--- src/rtl/axi_register_pkg.sv ---
// Shared types for the AXI4-Lite register front-end.
// Response codes, controller states and arbiter grant encoding.
package axi_register_pkg;

  typedef enum logic [1:0] {
    OKAY   = 2'b00,
    EXOKAY = 2'b01,
    SLVERR = 2'b10,
    DECERR = 2'b11
  } resp_t;

  typedef enum logic [2:0] {
    IDLE,
    WR_EXEC,
    WR_RESP,
    RD_EXEC,
    RD_WAIT,
    RD_RESP
  } ctrl_state_t;

  typedef enum logic {
    GRANT_WRITE,
    GRANT_READ
  } grant_t;

  // Decode errors win over alignment errors.
  function automatic resp_t classify(
    input logic out_of_range,
    input logic misaligned
  );
    if (out_of_range) return DECERR;
    if (misaligned) return SLVERR;
    return OKAY;
  endfunction

endpackage

--- src/rtl/addr_decoder.sv ---
// Maps a byte address onto the register window.
// Yields the word offset plus range and alignment flags.
module addr_decoder #(
  parameter logic [31:0] BaseAddr    = 32'h0000_0000,
  parameter int          OffsetWidth = 6
) (
  input  logic [31:0]            addr,
  output logic [OffsetWidth-1:0] offset,
  output logic                   out_of_range,
  output logic                   misaligned
);

  localparam int Lsb = OffsetWidth + 2;

  assign offset       = addr[Lsb-1:2];
  assign out_of_range = addr[31:Lsb] != BaseAddr[31:Lsb];
  assign misaligned   = |addr[1:0];

endmodule

--- src/rtl/axi_lite_access_ctrl.sv ---
// AXI4-Lite slave front-end: arbitrates AW+W against AR,
// runs one register access at a time and returns the response.
module axi_lite_access_ctrl
  import axi_register_pkg::*;
#(
  parameter logic [31:0] BaseAddr    = 32'h0000_0000,
  parameter int          OffsetWidth = 6
) (
  input  logic                   clk,
  input  logic                   rst,
  input  logic [31:0]            awaddr,
  input  logic                   awvalid,
  output logic                   awready,
  input  logic [31:0]            wdata,
  input  logic [3:0]             wstrb,
  input  logic                   wvalid,
  output logic                   wready,
  output logic [1:0]             bresp,
  output logic                   bvalid,
  input  logic                   bready,
  input  logic [31:0]            araddr,
  input  logic                   arvalid,
  output logic                   arready,
  output logic [31:0]            rdata,
  output logic [1:0]             rresp,
  output logic                   rvalid,
  input  logic                   rready,
  output logic                   reg_wr_en,
  output logic                   reg_rd_en,
  output logic [OffsetWidth-1:0] reg_offset,
  output logic [31:0]            reg_wdata,
  output logic [3:0]             reg_wstrb,
  input  logic [31:0]            reg_rdata
);

  ctrl_state_t state;
  grant_t      last_grant;
  resp_t       resp_q;
  resp_t       resp_c;

  logic        idle;
  logic        wr_req;
  logic        grant_wr;
  logic        grant_rd;
  logic [31:0] dec_addr;
  logic [OffsetWidth-1:0] dec_offset;
  logic        dec_oor;
  logic        dec_mis;

  assign idle   = state == IDLE;
  assign wr_req = awvalid & wvalid;

  // Round-robin only matters when both sides are pending.
  assign grant_wr = wr_req
                  & (~arvalid | (last_grant == GRANT_READ));
  assign grant_rd = arvalid & ~grant_wr;

  assign awready = idle & grant_wr;
  assign wready  = idle & grant_wr;
  assign arready = idle & grant_rd;

  assign dec_addr = grant_wr ? awaddr : araddr;

  addr_decoder #(
    .BaseAddr    (BaseAddr),
    .OffsetWidth (OffsetWidth)
  ) u_dec (
    .addr         (dec_addr),
    .offset       (dec_offset),
    .out_of_range (dec_oor),
    .misaligned   (dec_mis)
  );

  assign resp_c = classify(dec_oor, dec_mis);

  always_ff @(posedge clk or posedge rst) begin
    if (rst) begin
      state      <= IDLE;
      last_grant <= GRANT_READ;
      resp_q     <= OKAY;
      rdata      <= '0;
      reg_offset <= '0;
      reg_wdata  <= '0;
      reg_wstrb  <= '0;
    end else begin
      unique case (state)
        IDLE: begin
          if (grant_wr) begin
            state      <= WR_EXEC;
            last_grant <= GRANT_WRITE;
            resp_q     <= resp_c;
            reg_offset <= dec_offset;
            reg_wdata  <= wdata;
            reg_wstrb  <= wstrb;
          end else if (grant_rd) begin
            state      <= RD_EXEC;
            last_grant <= GRANT_READ;
            resp_q     <= resp_c;
            reg_offset <= dec_offset;
          end
        end
        WR_EXEC: state <= WR_RESP;
        WR_RESP: if (bready) state <= IDLE;
        RD_EXEC: state <= RD_WAIT;
        RD_WAIT: begin
          // Error reads never expose register-file data.
          rdata <= (resp_q == OKAY) ? reg_rdata : '0;
          state <= RD_RESP;
        end
        RD_RESP: if (rready) state <= IDLE;
        default: state <= IDLE;
      endcase
    end
  end

  assign reg_wr_en = (state == WR_EXEC) & (resp_q == OKAY);
  assign reg_rd_en = (state == RD_EXEC) & (resp_q == OKAY);
  assign bvalid    = state == WR_RESP;
  assign rvalid    = state == RD_RESP;
  assign bresp     = resp_q;
  assign rresp     = resp_q;

endmodule

--- config.mk ---
export PLATFORM = sky130hd
export DESIGN_NAME = axi_lite_access_ctrl
export DESIGN_NICKNAME = d
export VERILOG_FILES = /design/src/rtl/axi_register_pkg.sv /design/src/rtl/addr_decoder.sv /design/src/rtl/axi_lite_access_ctrl.sv
export SDC_FILE = /design/constraint.sdc
export NUM_CORES = 1
export LEC_CHECK = 0
export CAP_MARGIN = 20
export CORE_ASPECT_RATIO = 2
export CORE_MARGIN = 5
export CORE_UTILIZATION = 35
export DETAILED_ROUTE_END_ITERATION = 12
export PLACE_DENSITY = 0.78
export SYNTH_ARGS = -nofsm -noshare
export SYNTH_HDL_FRONTEND = slang
export SYNTH_HIERARCHICAL = 1
export SYNTH_SLANG_ARGS = --single-unit
export TNS_END_PERCENT = 20
--- constraint.sdc ---
create_clock -name clk -period 2.9 [get_ports clk]
set_clock_uncertainty 0.1 [all_clocks]
set_input_delay 0.87 -clock clk [delete_from_list [all_inputs] [get_ports clk]]
set_output_delay 0.87 -clock clk [all_outputs]
set_load 0.02 [all_outputs]
==> results.txt <==
The number of buffer cells added on primary ports came out at 223. Of the total synthesized cell area, the portion taken by XOR and XNOR cells is 0. The power density normalized to cell area is 861 nW/um2. The average via count per standard cell is 4.72.

The number of max-cap violations is 0. The total global routing track utilization came out at 0.179. The number of stages on the worst setup path came out at 4. The most used flip-flop cell after synthesis is dfrtp_1. The total design power came out at 5.68 mW. The initial standard-cell utilization of the core is 0.355. The worst setup path is of the in2out kind. Ranked by total cell area, the synthesized netlist is headed by dfrtp_1 (51%), mux2_2 (13%), mux2_4 (11%). The fraction of registers with async set or reset after synthesis is 1.00. The clock root buffer is clkbuf_16. The synthesized-area fraction occupied by ao, oa, aoi and oai cells came out at 0.0631. The number of clock sinks is 80.

The transition time at the pin with the least slew margin came out at 0.509 ns. Pin placement for this block handled 224 I/O pins. Leaving out fill and tap cells, the most frequent cell in the layout is clkdlybuf4s50_1.

The largest net degree at the start of global routing came out at 65. The remaining number of nets flagged by the antenna check after routing is 0. The count of TritonRoute iterations in the first routing pass came out at 4. The post-route DRC violation count came out at 0. Setup violations remaining at the end of the flow were counted as 0. The buffer and inverter count on the worst path is 3. The data required time at the worst endpoint is 1.93 ns. The initial antenna violation count is 0. The headroom to the max-slew limit is 0.661.

The worst-case reg-to-reg path depth came out at 8. On the critical path, the stage with the largest delay is an instance of o2111a_2. The clock-pin slew on the worst setup and hold paths is 0.07 ns. Based on the critical path, the design can be clocked at up to 0.356 GHz. The final count of hold timing violations came out at 0. The highest net fanout along the worst path is 4. The synthesis warning total came out at 6. The post-synthesis instance area is 3870 um2. The die extent in y is 159 um. The number of hold-repair buffers added at the cts stage came out at 0.

The number of post-CTS setup repair buffers came out at 0. The post-synthesis instance total is 321. STA classifies the critical path startpoint as an input port. Summed over all cells, the static leakage comes to 2.73 nW. The overall die width is 84.3 um. The cell accounting for the most synthesized area is dfrtp_1.

Hold timing on the final database bottoms out at a slack of 0.386 ns. The number of cells on the worst hold path is 2. The tightest min-delay check is of the reg2reg type. The area share of the largest cell type after synthesis is 0.511. The total vias in the final route is 3267. Of the total power, the clock network draws 0.195. The standard cell core area came out at 10900 um2.

In the layout the commonest cells are clkdlybuf4s50_1 (213), dfrtp_1 (78), nand2_1 (67). The maximum clock path buffer count is 2. The ratio of final minimum period to clock period is 0.967.

The most critical setup path has its startpoint at arvalid. Measured on the finished design, the core utilization comes to 0.606. The net load switching power came out at 2.01 mW.

The worst setup path is captured at an output pin. A synthesized cell averages 12.0 um2. The portion of total power attributed to sequential cells is 0.319. The final number of max-transition violations came out at 0. The share of total power dissipated in combinational logic is 0.486. The post-synthesis share of cell area spent on full adders, half adders and majority gates is 0.

Summed over all layers, the global routing overflow is 0. IR analysis of the VDD net gives a maximum drop of 0.460 mV. The via count of the first global-routing pass was 3584. The switching power as a share of total power is 0.354. The maximum single-stage delay on the critical path is 0.33 ns. In the final layout, the share of cells above drive strength 1 is 0.243. Walking the worst path, the cells encountered are dlygate4sd2_1 > inv_2 > o2111a_2 > clkdlybuf4s15_2. The worst register-to-register path begins at last_grant.

The number of cell rows came out at 54. The total clock buffers created by CTS is 9. The HPWL after detailed placement is 9770 um. The congestion estimate from routability-driven global placement came to 0.824. The distinct cell type count after synthesis is 36. The number of levels the H-tree was split into came out at 3. Following the worst setup path forward leads to its endpoint at awready. For the finished layout, the period the worst path requires is 2.81 ns. After synthesis the netlist holds a flip-flop and latch count of 80. The family with the most delay on the worst path is buffers and inverters. The area of the die is 13400 um2. The endpoint of the most critical register-to-register path is bresp[0]. Setup repair after global routing left no endpoint under its margin.

The net count after synthesis came out at 460. The per-cell routed wire length is 17.7 um. The setup slack of the worst register-to-register path is 0.38 ns.

0 antenna diodes ended up in the layout. The growth of design area from synthesis to finish came out at 70.6%. The synthesized design contains 0 enable-type register cells. The iteration-0 DRC count of the detailed router came out at 68.

The number of nets in the final layout came out at 686. The sequential cell area fraction in the yosys report is 0.518. The flow ran to the end, and the final reports show no timing, DRC or antenna violations. The final layout contains routed wiring with a total length of 12200 um.

The portion of netlist area occupied by mux cells came out at 0.252. The combinational family with the most area after synthesis is multiplexers. The number of filler cells placed in the layout came out at 888. The basic-gate share of the synthesized area counting and, or, nand and nor cells came out at 0.106.

The wire length of the first global-routing pass is 18400 um. Internal power comes to 3.67 mW. For the worst-skew pair, the clock arrives at the later sink with an insertion delay of 0.32 ns.

TritonCTS built the clock tree. The data arrival time of the worst path came out at 1.84 ns.
cell families (layout without fill, tap and decap cells):
logic type / after synthesis / after routing
AO/OA/AOI/OAI: 41 / 41
AND/OR/NAND/NOR: 91 / 91
multiplexers: 77 / 77
flip-flops: 80 / 80
buffers and inverters: 32 / 263
power by group through the flow:
stage,Clock [mW],Sequential (mW),Combinational [mW]
2_1_floorplan,0,2.30,1.01
3_3_place_gp,0,1.80,2.70
3_5_place_dp,0,1.84,2.75
4_1_cts,1.15,1.82,2.78
5_1_grt,1.19,1.87,2.91
6_report,1.11,1.81,2.76
worst register-to-register path: stages, from the launching register on:
cell	delay, ns
dfstp_2	0.55
inv_1	0.09
a21oi_4	0.24
buf_4	0.15
mux2_2	0.35
nor4_4	0.31
and4_1	0.25
nand3_1	0.09
mux2_2	0.28
cells in the mapped netlist (2+ instances only):
| cell | instances |
|---|---|
| a211oi_1 | 2 |
| nand2_1 | 68 |
| buf_4 | 9 |
| buf_6 | 3 |
| mux2_4 | 29 |
| clkbuf_1 | 3 |
| a21oi_1 | 2 |
| nor4_1 | 6 |
| buf_12 | 3 |
| nor2_1 | 4 |
| o21ai_1 | 24 |
| nor2b_1 | 2 |
| dfrtp_1 | 79 |
| inv_1 | 3 |
| buf_2 | 10 |
| mux2_2 | 46 |
| mux2i_1 | 2 |
| o21ai_0 | 8 |
worst min path at each step:
stage                           from         end
final                      rdata[10]   rdata[10]
after global routing        rdata[8]    rdata[8]
after CTS                  rdata[10]   rdata[10]
after detailed placement   rdata[10]   rdata[10]
after global placement     rdata[10]   rdata[10]
after floorplan           last_grant  last_grant
state kept, by name (all words and copies together) (netlist names):
signal      flops
state           3
reg_wstrb       4
last_grant      1
reg_offset      6
bresp           2
reg_wdata      32
rdata          32
layer usage:
metal  wire [um]  share of wire  global-route usage  vias to the layer above
met5           0              0                   0                        -
met4         378          0.031              0.0798                        0
met3         777          0.064              0.0435                       22
met2        7360           0.60               0.371                      143
met1        3710           0.30               0.155                     1558
li1            -              -                   -                     1544
what timing repair did:
item                                    in CTS  in global routing
gates resized for setup                     24                  5
cloned                                       1                  0
pin swaps                                    1                  0
endpoints found under the setup margin       5                  4
area by class of cell:
cell class | count | area [um2] | share of cell area
timing repair buffer | 243 | 2420 | 0.367
clock buffer | 9 | 225 | 0.0341
inverter | 4 | 18.8 | 0.00285
clock inverter | 7 | 72.6 | 0.0110
tap | 140 | 175 | 0.0266
multi-input combinational | 209 | 1680 | 0.255
sequential | 80 | 2000 | 0.304
per-stage QoR:
stage / cells / setup TNS, ns / cell area, um2 / setup slack (ns)
CTS: 691 / 0 / 6570 / 0.0195
global placement: 674 / -2.92 / 6210 / -0.509
finish: 692 / 0 / 6600 / 0.0948
detailed placement: 674 / -3.50 / 6210 / -0.582
floorplan: 321 / 0 / 3870 / 0.133
global route: 692 / 0 / 6600 / 0.0468
Power figures use the tool's default switching activity.
